$ cat src/rtl/ram_if_pkg.sv
// Shared definitions for the busy-flag RAM protocol: geometry, wait rule,
// FSM encoding and the registered CPU request record.
package ram_if_pkg;

   localparam int RAM_SIZE = 4096;
   localparam int ADDR_W   = 12;
   localparam int INDEX_W  = 6;
   localparam int TAG_W    = ADDR_W - INDEX_W;
   localparam int LINES    = 1 << INDEX_W;
   localparam int MIN_WAIT = 2;
   localparam int WAIT_W   = 2;

   localparam logic [2:0] ST_IDLE     = 3'd0;
   localparam logic [2:0] ST_LOOKUP   = 3'd1;
   localparam logic [2:0] ST_RAM_REQ  = 3'd2;
   localparam logic [2:0] ST_RAM_WAIT = 3'd3;
   localparam logic [2:0] ST_DONE     = 3'd4;

   typedef struct packed {
      logic              write;
      logic [ADDR_W-1:0] addr;
      logic [31:0]       wdata;
   } cpu_req_t;

   function automatic logic [INDEX_W-1:0] addr_index(input logic [ADDR_W-1:0] a);
      return a[INDEX_W-1:0];
   endfunction

   function automatic logic [TAG_W-1:0] addr_tag(input logic [ADDR_W-1:0] a);
      return a[ADDR_W-1:INDEX_W];
   endfunction

endpackage

$ cat src/rtl/cache_line_array.sv
// Direct-mapped line storage: valid/tag/data per line, combinational lookup,
// a single write port (full line fill or data-only update) and synchronous clear.
module cache_line_array
   import ram_if_pkg::*;
(
   input  logic               clk,
   input  logic               rst,
   input  logic [INDEX_W-1:0] lookup_index,
   input  logic [TAG_W-1:0]   lookup_tag,
   output logic               hit,
   output logic [31:0]        rdata,
   input  logic               wr_en,
   input  logic               wr_fill,
   input  logic [INDEX_W-1:0] wr_index,
   input  logic [TAG_W-1:0]   wr_tag,
   input  logic [31:0]        wr_data
);

   logic [LINES-1:0] valid_q;
   logic [TAG_W-1:0] tag_q  [LINES];
   logic [31:0]      data_q [LINES];

   always_ff @(posedge clk) begin
      if (rst) begin
         valid_q <= '0;
      end else if (wr_en && wr_fill) begin
         valid_q[wr_index] <= 1'b1;
      end
   end

   // NOTE: tag/data storage has no reset; clearing valid_q is what makes every line unusable.
   always_ff @(posedge clk) begin
      if (wr_en) begin
         data_q[wr_index] <= wr_data;
         if (wr_fill) begin
            tag_q[wr_index] <= wr_tag;
         end
      end
   end

   assign hit   = valid_q[lookup_index] && (tag_q[lookup_index] == lookup_tag);
   assign rdata = data_q[lookup_index];

endmodule

$ cat src/rtl/ram_request_ctrl.sv
// Write-through, no-write-allocate direct-mapped cache controller driving the
// busy-flag RAM port for read misses and every write.
module ram_request_ctrl
   import ram_if_pkg::*;
(
   input  logic        clk,
   input  logic        rst,
   input  logic        cpu_valid,
   input  logic        cpu_write,
   input  logic [31:0] cpu_addr,
   input  logic [31:0] cpu_wdata,
   output logic        cpu_ready,
   output logic [31:0] cpu_rdata,
   output logic        cpu_hit,
   output logic [31:0] ram_address,
   output logic [31:0] ram_data,
   output logic        ram_mode,
   input  logic        ram_response,
   input  logic [31:0] ram_out
);

   logic [2:0]        state_q;
   cpu_req_t          req_q;
   logic              hit_q;
   logic [WAIT_W-1:0] wait_q;

   logic              lk_hit;
   logic [31:0]       lk_rdata;
   logic              wr_en;
   logic              wr_fill;
   logic [31:0]       wr_data;
   logic              wait_done;

   // Upper address bits vanish in the modulo-RAM_SIZE reduction.
   logic unused_addr_bits;
   assign unused_addr_bits = ^cpu_addr[31:ADDR_W];

   cache_line_array u_lines (
      .clk          (clk),
      .rst          (rst),
      .lookup_index (addr_index(req_q.addr)),
      .lookup_tag   (addr_tag(req_q.addr)),
      .hit          (lk_hit),
      .rdata        (lk_rdata),
      .wr_en        (wr_en),
      .wr_fill      (wr_fill),
      .wr_index     (addr_index(req_q.addr)),
      .wr_tag       (addr_tag(req_q.addr)),
      .wr_data      (wr_data)
   );

   // A repeated identical request never raises the busy flag, so the minimum wait also gates completion.
   assign wait_done = !ram_response && (wait_q >= WAIT_W'(MIN_WAIT));
   assign cpu_ready = (state_q == ST_DONE);

   // NOTE: every output of this block is assigned a default first, so no latch can be inferred.
   always_comb begin
      wr_en   = 1'b0;
      wr_fill = 1'b0;
      wr_data = req_q.wdata;
      if (state_q == ST_LOOKUP && req_q.write && lk_hit) begin
         wr_en = 1'b1;
      end else if (state_q == ST_RAM_WAIT && wait_done && !req_q.write) begin
         wr_en   = 1'b1;
         wr_fill = 1'b1;
         wr_data = ram_out;
      end
   end

   // NOTE: state is updated with non-blocking assignments so every register sees pre-edge values.
   always_ff @(posedge clk) begin
      if (rst) begin
         state_q     <= ST_IDLE;
         req_q       <= '0;
         hit_q       <= 1'b0;
         wait_q      <= '0;
         cpu_rdata   <= '0;
         cpu_hit     <= 1'b0;
         ram_address <= '0;
         ram_data    <= '0;
         ram_mode    <= 1'b0;
      end else begin
         case (state_q)
            ST_IDLE: begin
               if (cpu_valid) begin
                  req_q.write <= cpu_write;
                  req_q.addr  <= cpu_addr[ADDR_W-1:0];
                  req_q.wdata <= cpu_wdata;
                  state_q     <= ST_LOOKUP;
               end
            end
            ST_LOOKUP: begin
               hit_q <= lk_hit;
               if (!req_q.write && lk_hit) begin
                  cpu_rdata <= lk_rdata;
                  cpu_hit   <= 1'b1;
                  state_q   <= ST_DONE;
               end else begin
                  state_q   <= ST_RAM_REQ;
               end
            end
            ST_RAM_REQ: begin
               ram_address <= {{(32-ADDR_W){1'b0}}, req_q.addr};
               ram_data    <= req_q.wdata;
               ram_mode    <= req_q.write;
               wait_q      <= '0;
               state_q     <= ST_RAM_WAIT;
            end
            ST_RAM_WAIT: begin
               if (wait_q < WAIT_W'(MIN_WAIT)) begin
                  wait_q <= wait_q + 1'b1;
               end
               if (wait_done) begin
                  if (req_q.write) begin
                     cpu_hit   <= hit_q;
                  end else begin
                     cpu_rdata <= ram_out;
                     cpu_hit   <= 1'b0;
                  end
                  state_q <= ST_DONE;
               end
            end
            ST_DONE: begin
               cpu_hit <= 1'b0;
               state_q <= ST_IDLE;
            end
            default: begin
               state_q <= ST_IDLE;
            end
         endcase
      end
   end

endmodule

$ cat config.mk
export PLATFORM = sky130hd
export DESIGN_NAME = ram_request_ctrl
export DESIGN_NICKNAME = d
export VERILOG_FILES = /design/src/rtl/ram_if_pkg.sv /design/src/rtl/cache_line_array.sv /design/src/rtl/ram_request_ctrl.sv
export SDC_FILE = /design/constraint.sdc
export NUM_CORES = 2
export LEC_CHECK = 0
export BUFFER_PORTS_ARGS = -buffer_cell sky130_fd_sc_hd__buf_2
export CAP_MARGIN = 20
export CORE_MARGIN = 3
export CORE_UTILIZATION = 51
export CTS_CLUSTER_SIZE = 24
export DETAILED_ROUTE_END_ITERATION = 8
export PLACE_DENSITY = 0.64
export SYNTH_ARGS = -nofsm -noshare
export SYNTH_HDL_FRONTEND = slang
export SYNTH_SLANG_ARGS = --single-unit
$ cat constraint.sdc
create_clock -name clk -period 6.7 [get_ports clk]
set_input_delay 1.005 -clock clk [delete_from_list [all_inputs] [get_ports clk]]
set_output_delay 1.005 -clock clk [all_outputs]
set_load 0.02 [all_outputs]
==> flow_metrics.env <==
export IMPL_seqPwrFrac_pct=50.5
export IMPL_fin_crit_ns=5.48
export IMPL_busiest_layer="met2"
export IMPL_dp_hpwl_um=142000
export IMPL_fin_util_pct=58.6
export IMPL_p_leak_uw=0.0365
export IMPL_clock_root_buffer="clkbuf_16"
export IMPL_nets=5177
export IMPL_postCtsResizedCells=0
export IMPL_vias=49352
export IMPL_ir_worst_vdd_mv=0.252
export IMPL_first_pass_iters=6
export IMPL_drt_initial_drc_count=5927
export IMPL_area_delta_synth_final_pct=14.1
export IMPL_crit_fanout=33
export IMPL_fp_dieW_um=452
export IMPL_synthTopCellsByArea="edfxtp_1 72%, mux4_2 16%, dfxtp_1 3.9%, nand2_1 1.2%, mux2i_1 1.1%"
export IMPL_ys_ff_latch=2631
export IMPL_p_switching_uw=8210
export IMPL_place_ws_ns=1.42
export IMPL_avgSynthCellArea_um2=21.4
export IMPL_yosysSeqAreaShare_pct=75.9
export IMPL_synth_edf_count=2432
export IMPL_hold_path_class="primary input to flip-flop"
export IMPL_worstPathArrival_ns=6.02
export IMPL_drc=0
export IMPL_cts_buffers=282
export IMPL_dieArea_um2=204000
export IMPL_port_buffers=159
export IMPL_gr_usage_all_layers_pct=25.0
export IMPL_synth_cells=4748
export IMPL_clockBufferDepth=4
export IMPL_tns_ns=0
export IMPL_rsz0062_at_grt="no"
export IMPL_required_ns=7.24
export IMPL_slew_headroom_pct=27.3
export IMPL_drive_above_1_share_pct=30.5
export IMPL_grt_met1_usage_pct=35.2
export IMPL_avgViaCountPerCell=6.23
export IMPL_nFillCells=14141
export IMPL_cts_setup_buffers=0
export IMPL_synth_area_um2=102000
export IMPL_p_clk_share_pct=40.4
export IMPL_initial_core_util_pct=51.4
export IMPL_yosysUniqueCellTypes=62
export IMPL_switching_share_pct=22.7
export IMPL_tightest_slew_ns=1.09
export IMPL_grt_start_max_net_pins=125
export IMPL_timing_clock_skew_ns=0.0511
export IMPL_hold_viol_final=0
export IMPL_synthArstFlopShare_pct=0
export IMPL_synth_flop_cell="edfxtp_1"
export IMPL_crit_path_end_kind="flip-flop"
export IMPL_p_comb_share_pct=9.0
export IMPL_synthTopCellsByCount="2432 x edfxtp_1, 736 x mux4_2, 334 x nand2_1"
export IMPL_p_per_area_nw_per_um2=313
export IMPL_grt_pass1_wl_um=363000
export IMPL_fmax_mhz=182
export IMPL_finalSetupViolations=0
export IMPL_design_core_area_um2=198000
export IMPL_ios=200
export IMPL_wirelength_um=255000
export IMPL_grt_antenna_before_repair=11
export IMPL_clk_latency_ns=0.93
export IMPL_yosys_warnings=0
export IMPL_overflow=0
export IMPL_drv_slew=0
export IMPL_wl_per_cell_um=32.2
export IMPL_critical_path_class="flip-flop to flip-flop"
export IMPL_drtAntennaViolNets=0
export IMPL_place_congestion=0.864
export IMPL_use_met3_pct=5.27
export IMPL_synth_largest_area_cell="edfxtp_1"
export IMPL_ctsHtreeMaxLevel=5
export IMPL_outcome="completed"
export IMPL_total_power_uw=36300
export IMPL_path_clk_slew_ns=0.06
export IMPL_p_int_uw=28000
export IMPL_die_y_um=452
export IMPL_setup_ws_ns=1.22
export IMPL_rows=163
export IMPL_synth_top_area_share_pct=72.0
export IMPL_synth_most_common_cell="edfxtp_1"
export IMPL_max_cap_violations=0
export IMPL_hold_buffers=0
export IMPL_critPathLaunchType="flip-flop"
export IMPL_hold_ws_ns=0.335
export IMPL_grt_pass1_vias=49999
export IMPL_period_share_pct=81.8
export IMPL_cts_tree="yes"
export IMPL_met2_usage_pct=40.1
export IMPL_cts_sinks=2631
[metrics by stage]
stage          cell area, um^2  std cells
2_1_floorplan           102000       4767
3_3_place_gp            107000       7404
3_5_place_dp            107000       7405
4_1_cts                 115000       7890
5_1_grt                 116000       7916
6_report                116000       7921
[power groups by stage]
stage,clock (uW),sequential [uW],combinational [uW]
after global placement,0,18700,3120
final,14700,18300,3270
after CTS,14900,18300,3190
after floorplan,0,18700,2040
after global routing,15500,18300,3460
after detailed placement,0,18700,3180
[flip-flops by register name (all words and copies together) (netlist names), named ones only]
signal	count
cpu_hit	1
cpu_rdata	32
hit_q	1
u_lines.valid_q	64
state_q	3
u_lines.tag_q	384
ram_mode	1
u_lines.data_q	2048
req_q	45
ram_address	12
ram_data	32
wait_q	2
[metal layers]
layer,wire (um),vias up
met5,0,-
met3,21100,367
met2,125000,2144
met4,7440,0
li1,-,20305
met1,102000,26536
[logic make-up (layout without fill, tap and decap cells)]
logic type      count (synthesis)  in the layout  share of synthesized area [%]
simple gates                  617            617                           2.86
other cells                     1             25                        0.00369
mux                           890            890                           17.9
buf+inv                       315            824                           1.48
compound gates                289            289                           1.83
flops                        2631           2631                           75.9
xor+xnor                        4              4                         0.0345
fa+ha+maj                       1              1                         0.0123
[worst max-delay path: stages (launching register included)]
cell,delay [ns]
dfxtp_4,0.61
buf_12,0.32
mux4_2,0.53
a211oi_1,0.61
a21oi_1,0.24
a31oi_1,0.55
buf_4,0.22
xnor2_1,0.11
nor3_2,0.32
a41oi_4,0.47
buf_4,0.39
nor3_2,0.22
buf_4,0.44
[worst paths after layout]
check | end | slack (ns) | from | cells past startpoint
max | u_lines.data_q[23][17] | 1.22 | flip-flop | 12
max reg2reg | u_lines.data_q[23][17] | 1.22 | flip-flop | 12
min reg2reg | ram_address[10] | 0.45 | ram_address[10] | 2
min | req_q[17] | 0.34 | cpu_wdata[17] | 3
[layout by cell type (no fill, tap or decap), drive strengths merged, types with 6 or more instances in the layout]
cell / Yosys / layout
o21ai: 13 / 13
nand2: 334 / 334
mux2i: 115 / 115
buf: 160 / 336
nand3b: 6 / 6
a21oi: 137 / 137
nor2b: 40 / 40
a211oi: 6 / 6
bufinv: 0 / 14
mux4: 736 / 736
dfxtp: 199 / 199
nor3: 69 / 69
nand2b: 7 / 7
inv: 3 / 7
edfxtp: 2432 / 2432
conb: 1 / 20
a22oi: 40 / 40
o21a: 65 / 65
clkinvlp: 0 / 8
clkinv: 0 / 98
clkbuf: 152 / 361
nand3: 52 / 52
mux2: 39 / 39
nor2: 86 / 86
[final cells by class]
type	instances	area, um^2	area share (%)
Clock inverter	124	947	0.818
Sequential cell	2631	77000	66.5
Timing Repair Buffer	336	3330	2.87
Tap cell	2640	3300	2.85
Multi-Input combinational cell	1821	23500	20.3
Antenna cell	5	12.5	0.0108
Inverter	3	11.3	0.00972
Clock buffer	361	7650	6.60
(Power assumes the default switching activity.)
